`config.mk`:
```
export PLATFORM = sky130hd
export DESIGN_NAME = seg_mux_drv
export DESIGN_NICKNAME = d
export VERILOG_FILES = /design/src/rtl/seg_pkg.sv /design/src/rtl/hex_to_seg7.sv /design/src/rtl/seg_mux_drv.sv
export SDC_FILE = /design/constraint.sdc
export NUM_CORES = 1
export LEC_CHECK = 0
export BUFFER_PORTS_ARGS = -buffer_cell sky130_fd_sc_hd__buf_4
export CELL_PAD_IN_SITES_DETAIL_PLACEMENT = 0
export CELL_PAD_IN_SITES_GLOBAL_PLACEMENT = 1
export CORE_UTILIZATION = 39
export CTS_CLUSTER_SIZE = 30
export DETAILED_ROUTE_END_ITERATION = 10
export PLACE_DENSITY_LB_ADDON = 0.1
export SYNTH_ARGS = -nofsm -noshare
export SYNTH_HDL_FRONTEND = slang
export SYNTH_HIERARCHICAL = 1
export SYNTH_SLANG_ARGS = --single-unit
```
`constraint.sdc`:
```
create_clock -name clk -period 2.1 [get_ports clk]
set_input_delay 0 -clock clk [delete_from_list [all_inputs] [get_ports clk]]
set_output_delay 0 -clock clk [all_outputs]
set_load 0.005 [all_outputs]
```
`src/rtl/seg_pkg.sv`:
```
// Shared constants, phase type and hex-to-segment decode for the 7-segment scan driver.
package seg_pkg;

    localparam logic [6:0] SEG_OFF = 7'h7F;
    localparam logic [3:0] AN_OFF  = 4'b1111;

    typedef enum logic {
        BLANK,
        SHOW
    } seg_phase_t;

    // Active-low cathodes, bit order {g,f,e,d,c,b,a}.
    function automatic logic [6:0] hex_to_seg(input logic [3:0] nibble);
        logic [6:0] s;
        case (nibble)
            4'h0: s = 7'h40;
            4'h1: s = 7'h79;
            4'h2: s = 7'h24;
            4'h3: s = 7'h30;
            4'h4: s = 7'h19;
            4'h5: s = 7'h12;
            4'h6: s = 7'h02;
            4'h7: s = 7'h78;
            4'h8: s = 7'h00;
            4'h9: s = 7'h10;
            4'hA: s = 7'h08;
            4'hB: s = 7'h03;
            4'hC: s = 7'h46;
            4'hD: s = 7'h21;
            4'hE: s = 7'h06;
            default: s = 7'h0E;
        endcase
        return s;
    endfunction

endpackage

```
`src/rtl/hex_to_seg7.sv`:
```
// Combinational nibble to active-low 7-segment pattern.
module hex_to_seg7
    import seg_pkg::*;
(
    input  logic [3:0] nibble,
    output logic [6:0] seg
);

    always_comb begin
        seg = hex_to_seg(nibble);
    end

endmodule

```
`src/rtl/seg_mux_drv.sv`:
```
// Four-digit 7-segment scan driver with per-slot dead-time blanking,
// frame-coherent value shadowing and optional leading-zero suppression.
module seg_mux_drv
    import seg_pkg::*;
#(
    parameter int unsigned CLK_HZ    = 100_000_000,
    parameter int unsigned DIGIT_HZ  = 1000,
    parameter int unsigned BLANK_CYC = 1000
) (
    input  logic        clk,
    input  logic        rst,
    input  logic [15:0] value,
    input  logic [3:0]  dp_in,
    input  logic        lz_en,
    output logic [3:0]  an,
    output logic [6:0]  seg,
    output logic        dp,
    output logic        frame_done
);

    localparam int unsigned DIV = CLK_HZ / DIGIT_HZ;
    localparam int unsigned CW  = (DIV > 1) ? $clog2(DIV) : 1;
    localparam logic [CW-1:0] CNT_MAX   = CW'(DIV - 1);
    localparam logic [CW-1:0] BLANK_END = CW'(BLANK_CYC);

    if (!(BLANK_CYC > 0 && BLANK_CYC < DIV)) begin : g_bad_blank
        $error("seg_mux_drv: BLANK_CYC must satisfy 0 < BLANK_CYC < CLK_HZ/DIGIT_HZ");
    end

    logic [CW-1:0] cnt;
    logic [1:0]    idx;
    logic [15:0]   shadow;
    logic [3:0]    dp_in_sh;

    seg_phase_t    phase;
    logic [3:0]    nibble;
    logic [6:0]    dec_seg;
    logic [3:0]    lz_mask;
    logic [3:0]    an_nxt;
    logic [6:0]    seg_nxt;
    logic          dp_nxt;
    logic          fd_nxt;

    hex_to_seg7 u_dec (
        .nibble (nibble),
        .seg    (dec_seg)
    );

    always_comb begin
        nibble = shadow[4*idx +: 4];
        phase  = (cnt < BLANK_END) ? BLANK : SHOW;

        // A digit is a leading zero when it and every nibble above it are zero.
        lz_mask    = '0;
        lz_mask[3] = (shadow[15:12] == 4'h0);
        lz_mask[2] = lz_mask[3] && (shadow[11:8] == 4'h0);
        lz_mask[1] = lz_mask[2] && (shadow[7:4] == 4'h0);

        an_nxt  = AN_OFF;
        seg_nxt = SEG_OFF;
        dp_nxt  = 1'b1;
        fd_nxt  = (idx == 2'd3) && (cnt == CNT_MAX);

        case (phase)
            SHOW: begin
                an_nxt  = ~(4'b0001 << idx);
                seg_nxt = (lz_en && lz_mask[idx]) ? SEG_OFF : dec_seg;
                dp_nxt  = ~dp_in_sh[idx];
            end
            default: begin
                an_nxt  = AN_OFF;
                seg_nxt = SEG_OFF;
                dp_nxt  = 1'b1;
            end
        endcase
    end

    always_ff @(posedge clk) begin
        if (rst) begin
            cnt        <= '0;
            idx        <= '0;
            shadow     <= '0;
            dp_in_sh   <= '0;
            an         <= AN_OFF;
            seg        <= SEG_OFF;
            dp         <= 1'b1;
            frame_done <= 1'b0;
        end else begin
            if (cnt == CNT_MAX) begin
                cnt <= '0;
                idx <= idx + 2'd1;
            end else begin
                cnt <= cnt + CW'(1);
            end
            if (idx == 2'd0 && cnt == '0) begin
                shadow   <= value;
                dp_in_sh <= dp_in;
            end
            an         <= an_nxt;
            seg        <= seg_nxt;
            dp         <= dp_nxt;
            frame_done <= fd_nxt;
        end
    end

endmodule

```
### Word-level counts from Yosys, hierarchy flattened

Memory sizes are Yosys's and may differ from the RTL's. A register that Yosys moved wholly into a read port is not among the register bits.
Index checks and enable logic that the tools add are counted.

| storage, ports and cells | value |
|---|---|
| bits in registers | 45 |
| bits in read-only memories | 112 |
| latch bits | 0 |
| memories | 1 |
| bits of input ports | 23 |
| bits in writable memories | 0 |

| cells by class | value |
|---|---|
| add/subtract/negate cells | 2 |
| reductions and logical operators | 13 |
| equal/unequal tests | 2 |
| order comparisons | 2 |
| $mul | 0 |
| mux-type cells | 4 |
| shifts and indexed selects | 2 |
| bitwise logic cells | 2 |
| divide/modulo/power cells | 0 |

Memory list:

| memory | depth | width | rd ports | clocked after Yosys merged registers in | wr ports | line | text |
|---|---|---|---|---|---|---|---|
| (no name shown) | 16 | 7 | 1 | 1 | 0 | seg_pkg.sv:15 | `case (nibble)` |

Operators with widths:

| operator | number |
|---|---|
| 17-bit by 1-bit adder with 17-bit output, second input constant | 1 |
| 17-bit == test, second input constant | 1 |
| 17-bit logical NOT | 1 |
| 17-bit by 10-bit < comparator with 1-bit output, second input constant | 1 |
| 16-bit by 5-bit variable part select with 4-bit output | 1 |
| 4-bit logical NOT | 3 |
| 1-bit logical AND | 5 |
| 1-bit binary-select mux with 2-bit select | 2 |
| 4-bit NOT | 1 |
| 2-bit OR reduction | 2 |
| 1-bit by 2-bit << shifter with 4-bit output, first input constant | 1 |
| 2-bit by 3-bit < comparator with 1-bit output, second input constant | 1 |
| 3-bit OR reduction | 1 |
| 2-bit by 1-bit adder with 2-bit output, second input constant | 1 |
| 2-bit == test, second input constant | 1 |
| 2-bit logical NOT | 1 |
| 1-bit 2-to-1 mux | 2 |
| 1-bit NOT | 1 |

### Logic depth before layout (Yosys ltp)

Gate-level depths: netlist (run 1).

| logic depth | value |
|---|---|
| depth in word-level cells | 7 |
| mapped depth | 8 |
| gate-level depth less buffers | 7 |

### Hierarchy

Netlist (run 1), hierarchy kept.

By module, submodules not included:

| module | times used | cells each | area an instance (sq um) |
|---|---|---|---|
| seg_mux_drv | 1 | 245 | 2222.1 |
| hex_to_seg7 | 1 | 32 | 275.3 |

### Worst setup path after synthesis (run 1)

Ideal clock, no wire load.

| timing path | value |
|---|---|
| kind | register to register |
| from | register idx[0] |
| to | register seg[0] |
| arrival time | 2.294 ns |
| library setup time | 0.067 ns |
| path buffers | 1 |
| data required time | 2.033 ns |
| slack | -0.261 ns |
| cell stages (with the launch flop) | 9 |
| cells stage by stage | dfxtp_1 > clkbuf_1 > mux4_2 > inv_1 > ha_1 > and2b_2 > or3b_1 > o21ai_0 > nand3b_1 |

| between the ends | value |
|---|---|
| elaborated cells between the ends (all ways) | 5 |
| those cells by class | 1 x shift; 2 x mux; 2 x reduce/logical |

RTL lines:

| what | line | text |
|---|---|---|
| from (decl) | seg_mux_drv.sv:31 | `logic [1:0] idx;` |
| from (signal assigned) | seg_mux_drv.sv:91 | `idx <= idx + 2'd1;` |
| 16-bit by 5-bit variable part select with 4-bit output | seg_mux_drv.sv:50 | `nibble = shadow[4*idx +: 4];` |
| net nibble[1] | seg_mux_drv.sv:36 | `logic [3:0] nibble;` |
| to (decl) | seg_mux_drv.sv:16 | `output logic [6:0] seg,` |

The timed path passes the listed nets, and every way through them passes these cells. The select of a mux whose other input is x is not followed.
A chain may end at the register's enable or synchronous reset.

### Worst setup path in the final report (run 1)

Same ends and word-level chain as after synthesis.

==> flow_metrics.env, run 1 <==
export IMPL_status="complete, no violations"
export IMPL_hold_viol=0
export IMPL_comb_power_share_pct=15.5
export IMPL_fillCellCount=546
export IMPL_finalClockSkew_ns=0.00848
export IMPL_dp_cells=384
export IMPL_vias=2177
export IMPL_netlist_area_leader_share_pct=41.7
export IMPL_grt_pass1_vias=1935
export IMPL_syn_inst=277
export IMPL_hold_worst_slack_ns=0.0710
export IMPL_insertion_delay_ns=0.30
export IMPL_synth_edf_count=0
export IMPL_cpMaxStageDelayCell="mux4_2"
export IMPL_grt_max_degree=29
export IMPL_hold_depth=2
export IMPL_yosysWarnings=6
export IMPL_layout_common_cells="51 x dfxtp_1, 51 x buf_4, 28 x nor2_1, 25 x nand3_1, 23 x a21oi_1"
export IMPL_clockPowerShare_pct=30.4
export IMPL_drive_above_1_share_pct=21.3
export IMPL_hp_class="in -> reg"
export IMPL_place_gp_congestion=0.814
export IMPL_dieArea_um2=6730
export IMPL_routed_wl_um=5650
export IMPL_synthFlopType="dfxtp_1"
export IMPL_root_buffer="clkbuf_8"
export IMPL_fin_nets=373
export IMPL_rsz0062_at_grt="yes"
export IMPL_setup_violations=0
export IMPL_area_delta_synth_final_pct=28.1
export IMPL_coreArea_um2=6060
export IMPL_critPathMaxStageDelay_ns=0.57
export IMPL_worstPathRequired_ns=2.34
export IMPL_drc=0
export IMPL_slew_headroom_pct=61.5
export IMPL_die_w_um=82.0
export IMPL_worst_path_stages=7
export IMPL_yosysTopAreaCell="dfxtp_1"
export IMPL_worst_setup_path_start_kind="register"
export IMPL_max_freq_mhz=490
export IMPL_grt_use_total_pct=18.4
export IMPL_cts_made_buffers=5
export IMPL_start_util_pct=41.2
export IMPL_p_int_uw=1450
export IMPL_ys_types=40
export IMPL_ios=36
export IMPL_cap_violations=0
export IMPL_syn_nets=313
export IMPL_period_needed_ns=2.04
export IMPL_syn_area_um2=2500
export IMPL_drt_iter0_drc=118
export IMPL_grt_pass1_wl_um=9470
export IMPL_die_h_um=82.0
export IMPL_path_buf_inv=1
export IMPL_core_rowCount=28
export IMPL_power_share_switching_pct=25.5
export IMPL_synth_area_top_cells="dfxtp_1 42%, ha_1 6.5%, nand3_1 5.0%, a21oi_1 4.6%, mux4_2 4.5%"
export IMPL_rr_worst_depth=7
export IMPL_peakVddDrop_mv=0.336
export IMPL_synthArstFlopShare_pct=0
export IMPL_grt_overflow=0
export IMPL_tightestPinTransition_ns=0.575
export IMPL_path_max_fanout=5
export IMPL_antenna_found_initial=0
export IMPL_via_per_inst=5.27
export IMPL_avgSynthCellArea_um2=9.02
export IMPL_hpwl_um=3960
export IMPL_p_leak_uw=0.00123
export IMPL_cts_tree="done"
export IMPL_wire_per_inst_um=13.7
export IMPL_crit_type="reg -> reg"
export IMPL_clkTransAtPathRegs_ns=0.09
export IMPL_crit_path_end_kind="register"
export IMPL_finalCritPeriodShare_pct=97.1
export IMPL_stdcell_count=413
export IMPL_synth_seq_area_share_pct=41.7
export IMPL_synth_seq_cells=52
export IMPL_crit_arrival_ns=2.28
export IMPL_cts_buffer_depth=2
export IMPL_cts_htree_levels=2
export IMPL_p_seq_share_pct=54.1
export IMPL_power_switching_uw=498
export IMPL_ant_nets=0
export IMPL_slew_violations=0
export IMPL_power_density_nw_per_um2=610
export IMPL_first_pass_iters=6
export IMPL_crit_chain="mux4_2 -> inv_2 -> ha_2 -> and2b_2 -> or3b_1 -> o21ai_0 -> nand3b_1"
export IMPL_cts_sinks=52
export IMPL_crit_family="simple AND/OR/NAND/NOR gates"
export IMPL_portBuffers=35
export IMPL_n_antenna_cell=0
-- logic make-up (layout without fill, tap and decap cells) --
kind of cell             count (synthesis)  in the layout  synth area share (%)
buffers and inverters                   29             90                  4.76
multiplexers                            13             13                  8.47
AO/OA/AOI/OAI                           52             52                  11.5
XOR/XNOR                                14             14                  4.91
adder cells (fa/ha/maj)                 13             13                  6.51
flip-flops                              52             52                  41.7
AND/OR/NAND/NOR                        104            104                  22.2
-- worst paths after layout --
| check | start | endpoint | slack, ns |
|---|---|---|---|
| max | idx[0] | seg[0] | 0.06 |
| min | rst | cnt[4] | 0.07 |
| max reg2reg | idx[0] | seg[0] | 0.06 |
| min reg2reg | cnt[0] | cnt[0] | 0.48 |
-- area by class of cell --
type | instances | area (um2) | share of cell area, %
Timing Repair Buffer | 71 | 583 | 18.2
Tap cell | 75 | 93.8 | 2.93
Clock buffer | 8 | 90.1 | 2.82
Inverter | 11 | 41.3 | 1.29
Multi-Input combinational cell | 196 | 1350 | 42.1
Sequential cell | 52 | 1040 | 32.7
-- worst register-to-register path, stage by stage (launching register included) --
cell and delay [ns]:
dfxtp_4 0.38, mux4_2 0.57, inv_2 0.10, ha_2 0.18, and2b_2 0.22, or3b_1 0.36
o21ai_0 0.07, nand3b_1 0.11
-- per-stage QoR --
stage | area (um2) | total power (uW) | setup WS (ns) | utilization [%] | setup TNS [ns]
final | 3200 | 1950 | 0.0608 | 52.8 | 0
after global routing | 3200 | 2050 | -0.0102 | 52.8 | -0.0102
after CTS | 3190 | 1960 | 0.0240 | 52.6 | 0
after detailed placement | 2900 | 1350 | 0.0398 | 47.8 | 0
after global placement | 2900 | 1350 | 0.0836 | 47.8 | 0
after floorplan | 2510 | 1260 | 0.00135 | - | 0
-- what timing repair did --
| item | CTS | global route |
|---|---|---|
| endpoints found under the setup margin | 0 | 2 |
| endpoints found under the hold margin | 20 | 0 |
| hold buffers | 20 | 0 |
| gates resized for setup | 0 | 1 |
| buffers inserted | 0 | 1 |
-- power by group through the flow --
stage / registers (uW) / clock network [uW] / logic (uW)
global route: 1060 / 655 / 339
floorplan: 1060 / 0 / 195
global placement: 1080 / 0 / 271
finish: 1060 / 594 / 302
detailed placement: 1080 / 0 / 273
CTS: 1060 / 605 / 303
-- routing by layer --
metal	global-route usage (%)	vias to the layer above	part of all wire (%)
met5	0	-	0
met4	4.21	0	0.92
met1	27.7	1012	53
li1	-	1111	-
met2	26.6	49	42
met3	3.67	5	4.0
-- flip-flops by register name, indices dropped and copies added (netlist names) --
signal and cells:
cnt 17, shadow 16, seg 7, an 4, dp_in_sh 4, idx 2, dp 1, frame_done 1
-- cells in the mapped netlist (3+ instances only) --
library cell  number
nor4_1             8
nand2_1            9
inv_1             11
nand3_1           25
ha_1              13
xnor2_1           11
a21oi_1           23
o21ai_0           22
nand3b_1           7
nor2_1            28
nor3_1             6
mux2i_1            5
clkbuf_1          15
xor2_1             3
mux4_2             5
dfxtp_1           52
nand4_1            6
No activity file was read; power rests on OpenSTA's default activity.
==> inputs of run 2 (changes only) <==
Settings changed: CELL_PAD_IN_SITES_DETAIL_PLACEMENT 0 to 1.
==> run 2 against run 1 <==
Effect of this change:
- critical path depth shrank 2
- via count up 3.3%
- die area did not move
- core utilization grew 0.54 points
- hold slack got worse by 0.018 ns
- non-clock buffer count up 1
- combinational power increased by 6%
- clock skew decreased by 0.0019 ns
- flip-flop and latch count stayed put
- largest cell class unchanged
==> flow_metrics.env, run 2 (same netlist as run 1, synthesis figures left out) <==
export IMPL_status="complete, no violations"
export IMPL_ant_nets=0
export IMPL_crit_arrival_ns=2.22
export IMPL_hold_viol=0
export IMPL_largest_register_ffs=17
export IMPL_peakVddDrop_mv=0.293
export IMPL_period_needed_ns=2.04
export IMPL_reg_top3="cnt x17, shadow x16, seg x7"
export IMPL_clkTransAtPathRegs_ns=0.10
export IMPL_die_h_um=82.0
export IMPL_grt_pass1_vias=2260
export IMPL_slew_violations=0
export IMPL_drive_above_1_share_pct=22.4
export IMPL_dp_cells=384
export IMPL_crit_family="multiplexers"
export IMPL_routed_wl_um=6420
export IMPL_drc=0
export IMPL_cts_buffer_depth=2
export IMPL_wire_per_inst_um=15.5
export IMPL_busiest_layer="met2"
export IMPL_met1_usage_pct=29.6
export IMPL_fin_nets=374
export IMPL_grt_util_met2_pct=33.4
export IMPL_worstPathRequired_ns=2.29
export IMPL_cts_tree="done"
export IMPL_grt_overflow=0
export IMPL_critPathMaxStageDelay_ns=0.59
export IMPL_top_register="cnt"
export IMPL_cpMaxStageDelayCell="mux4_2"
export IMPL_max_freq_mhz=491
export IMPL_cts_made_buffers=5
export IMPL_placed_cell_area_um2=2900
export IMPL_coreArea_um2=6060
export IMPL_core_rowCount=28
export IMPL_portBuffers=35
export IMPL_grt_max_degree=29
export IMPL_cap_violations=0
export IMPL_cts_htree_levels=2
export IMPL_hpwl_um=4400
export IMPL_p_leak_uw=0.00124
export IMPL_grt_use_total_pct=21.3
export IMPL_met3_usage_pct=3.00
export IMPL_place_gp_congestion=0.814
export IMPL_stdcell_count=414
export IMPL_start_util_pct=41.2
export IMPL_path_max_fanout=5
export IMPL_root_buffer="clkbuf_8"
export IMPL_ios=36
export IMPL_crit_type="reg -> reg"
export IMPL_vias=2248
export IMPL_n_antenna_cell=0
export IMPL_power_density_nw_per_um2=612
export IMPL_finalCritPeriodShare_pct=96.9
export IMPL_cts_sinks=52
export IMPL_insertion_delay_ns=0.31
export IMPL_via_per_inst=5.43
export IMPL_die_w_um=82.0
export IMPL_grt_pass1_wl_um=10900
export IMPL_antenna_found_initial=0
export IMPL_slew_headroom_pct=60.5
export IMPL_dieArea_um2=6730
export IMPL_drt_iter0_drc=65
export IMPL_area_delta_synth_final_pct=29.4
export IMPL_path_buf_inv=1
export IMPL_first_pass_iters=4
export IMPL_layout_common_cells="51 x dfxtp_1, 51 x buf_4, 28 x nor2_1, 25 x nand3_1, 23 x a21oi_1"
export IMPL_worst_setup_path_start_kind="register"
export IMPL_design_area_um2=3230
export IMPL_crit_chain="mux4_2 -> buf_12 -> ha_4 -> mux4_1 -> nand3b_1"
export IMPL_hp_class="in -> reg"
export IMPL_setup_violations=0
export IMPL_crit_path_end_kind="register"
export IMPL_finalClockSkew_ns=0.00655
export IMPL_tightestPinTransition_ns=0.590
## run 2: area by class of cell
type                       count  area [um2]
clock buffer                   6        82.6
clock inverter                 2        10.0
fill                         713        2830
inverter                      11        41.3
multi-input combinational    196        1360
sequential                    52        1040
tap                           75        93.8
timing repair buffer          72         603
## run 2: path summary, 6_finish.rpt
kind	slack (ns)	cells past startpoint	start	end
setup / recovery	0.06	5	idx[0]	seg[3]
hold / removal	0.05	2	rst	cnt[4]
hold reg to reg	0.48	2	dp_in_sh[1]	dp_in_sh[1]
setup reg to reg	0.06	5	idx[0]	seg[3]
## run 2: metrics by stage
step	util [%]	worst slack (ns)	hold slack [ns]	setup TNS [ns]	power [uW]
global placement	47.8	0.0836	0.272	0	1350
detailed placement	47.8	-0.0120	0.275	-0.0120	1360
floorplan	-	0.00135	0.152	0	1260
CTS	52.8	0.00795	0.0524	0	1980
global route	53.3	-0.000112	0.0761	-0.000112	2080
finish	53.3	0.0649	0.0528	0	1980
## run 2: what timing repair did
| item | CTS | global route |
|---|---|---|
| hold buffers | 20 | 0 |
| gates cloned | 0 | 0 |
| hold endpoints to repair | 20 | 0 |
| setup endpoints to repair | 1 | 2 |
| resized for setup | 1 | 2 |
| buffers inserted | 1 | 1 |
## run 2: layer usage
layer | vias up | routed length (um) | part of all wire [%]
met5 | - | 0 | 0
met4 | 0 | 80 | 1.2
met3 | 7 | 182 | 2.8
met2 | 40 | 2980 | 46
met1 | 1091 | 3170 | 49
li1 | 1110 | - | -
## run 2: power breakdown
part           switching [uW]  total, uW  internal (uW)
sequential               31.8       1060           1020
clock                     337        601            264
combinational             154        321            167
total                     523       1980           1460
==> inputs of run 3 (changes only) <==
Settings changed: REMOVE_ABC_BUFFERS from default to 1.
==> run 3 against run 2 <==
Effect of this change:
- sequential power is essentially flat
- total power grew 7.6%
- wire length shrank 2.2%
- combinational power shrank 1%
- design area grew 0.85%
- final cell count grew 0.24%
- via count shrank 2.4%
- hold slack is essentially flat
- first-iteration DRC count grew 18%
- critical path type unchanged
==> flow_metrics.env, run 3 (same netlist as run 1, synthesis figures left out) <==
export IMPL_drt_iter0_drc=77
export IMPL_worst_setup_path_start_kind="register"
export IMPL_critPathLaunch="idx[0]"
export IMPL_clkTransAtPathRegs_ns=0.09
export IMPL_root_buffer="clkbuf_8"
export IMPL_placed_cell_area_um2=2910
export IMPL_crit_end="seg[3]"
export IMPL_tightestPinTransition_ns=0.603
export IMPL_n_antenna_cell=0
export IMPL_crit_top_cell="mux4_2"
export IMPL_finalCritPeriodShare_pct=95.0
export IMPL_path_buf_inv=1
export IMPL_design_area_um2=3260
export IMPL_peakVddDrop_mv=0.370
export IMPL_insertion_delay_ns=0.31
export IMPL_layout_common_cells="53 x buf_4, 51 x dfxtp_1, 28 x nor2_1, 25 x nand3_1, 23 x a21oi_1"
export IMPL_crit_path_end_kind="register"
export IMPL_rsz0062_at_grt="no"
export IMPL_first_pass_iters=4
export IMPL_setup_violations=0
export IMPL_worstPathRequired_ns=2.28
export IMPL_die_h_um=82.0
export IMPL_cts_htree_levels=2
export IMPL_cts_sinks=52
export IMPL_setup_ws_ns=0.105
export IMPL_hp_class="in -> reg"
export IMPL_top_register="cnt"
export IMPL_cts_buffer_depth=2
export IMPL_largest_register_ffs=17
export IMPL_reg2reg_to="seg[3]"
export IMPL_place_gp_congestion=0.815
export IMPL_grt_pass1_wl_um=10700
export IMPL_final_common_cell="buf_4"
export IMPL_status="complete, no violations"
export IMPL_grt_use_total_pct=21.1
export IMPL_ios=36
export IMPL_cap_violations=0
export IMPL_slew_headroom_pct=59.6
export IMPL_worst_path_stages=5
export IMPL_slew_violations=0
export IMPL_crit_type="reg -> reg"
export IMPL_fillCellCount=710
export IMPL_drive_above_1_share_pct=22.9
export IMPL_coreArea_um2=6060
export IMPL_routed_wl_um=6280
export IMPL_die_w_um=82.0
export IMPL_grt_pass1_vias=2167
export IMPL_critPathMaxStageDelay_ns=0.53
export IMPL_crit_family="multiplexers"
export IMPL_r2r_start="idx[0]"
export IMPL_crit_arrival_ns=2.18
export IMPL_cts_tree="done"
export IMPL_hold_viol=0
export IMPL_vias=2195
export IMPL_area_delta_synth_final_pct=30.5
export IMPL_dieArea_um2=6730
export IMPL_drc=0
export IMPL_grt_overflow=0
export IMPL_reg_top3="cnt x17, shadow x16, seg x7"
export IMPL_cpMaxStageDelayCell="mux4_2"
export IMPL_wire_per_inst_um=15.1
export IMPL_reg2reg_slack_ns=0.11
export IMPL_cts_made_buffers=5
export IMPL_hpwl_um=4320
export IMPL_dp_cells=386
export IMPL_core_rowCount=28
export IMPL_start_util_pct=41.2
export IMPL_rr_worst_depth=5
export IMPL_fin_nets=375
export IMPL_p_total_uw=2130
export IMPL_power_density_nw_per_um2=653
export IMPL_via_per_inst=5.29
export IMPL_grt_max_degree=29
export IMPL_ant_nets=0
export IMPL_max_freq_mhz=501
export IMPL_portBuffers=35
export IMPL_antenna_found_initial=0
export IMPL_period_needed_ns=1.99
export IMPL_pre_cts_slack_ns=-0.0631
export IMPL_stdcell_count=415
export IMPL_p_leak_uw=0.00125
export IMPL_tns_ns=0
export IMPL_path_max_fanout=4
export IMPL_finalClockSkew_ns=0.0141
export IMPL_crit_chain="mux4_2 -> buf_4 -> ha_2 -> mux4_2 -> nand3b_1"
[run 3: final cells by class]
| type | instances | area (um2) | share of cell area (%) |
|---|---|---|---|
| Inverter | 11 | 41.3 | 1.27 |
| Timing Repair Buffer | 73 | 598 | 18.3 |
| Tap cell | 75 | 93.8 | 2.88 |
| Clock buffer | 7 | 96.3 | 2.96 |
| Sequential cell | 52 | 1040 | 32.1 |
| Clock inverter | 1 | 30.0 | 0.921 |
| Multi-Input combinational cell | 196 | 1360 | 41.6 |
[run 3: worst min path at each step]
| stage | start | endpoint | slack [ns] | cells after the start |
|---|---|---|---|---|
| 5_1_grt | rst | cnt[4] | 0.06 | 2 |
| 4_1_cts | rst | cnt[4] | 0.04 | 2 |
| 2_1_floorplan | rst | dp_in_sh[0] | 0.07 | 1 |
| 3_3_place_gp | dp_in[1] | dp_in_sh[1] | 0.27 | 3 |
| 6_report | rst | cnt[4] | 0.05 | 2 |
| 3_5_place_dp | value[12] | shadow[12] | 0.28 | 3 |
[run 3: what timing repair did]
item / CTS / global route
endpoints found under the hold margin: 20 / 0
setup buffers: 1 / 0
resized for setup: 1 / 6
endpoints found under the setup margin: 1 / 2
hold buffers: 20 / 0
pin swaps: 0 / 0
[run 3: layer usage]
layer | vias up | GRT usage, % | part of all wire, % | wire [um]
li1 | 1107 | - | - | -
met1 | 1047 | 29.8 | 51 | 3230
met2 | 35 | 33.2 | 45 | 2840
met3 | 6 | 3.67 | 2.3 | 146
met4 | 0 | 5.26 | 1.0 | 63
met5 | - | 0 | 0 | 0
[run 3: report_power, final]
group	internal [uW]	switching [uW]
clock	421	336
sequential	1020	30.8
combinational	167	150
[run 3: metrics by stage]
step                      utilization [%]  hold slack, ns
final                                53.8          0.0532
after global routing                 53.8          0.0566
after CTS                            53.6          0.0379
after detailed placement             48.0           0.277
after global placement               48.0           0.271
after floorplan                         -          0.0691
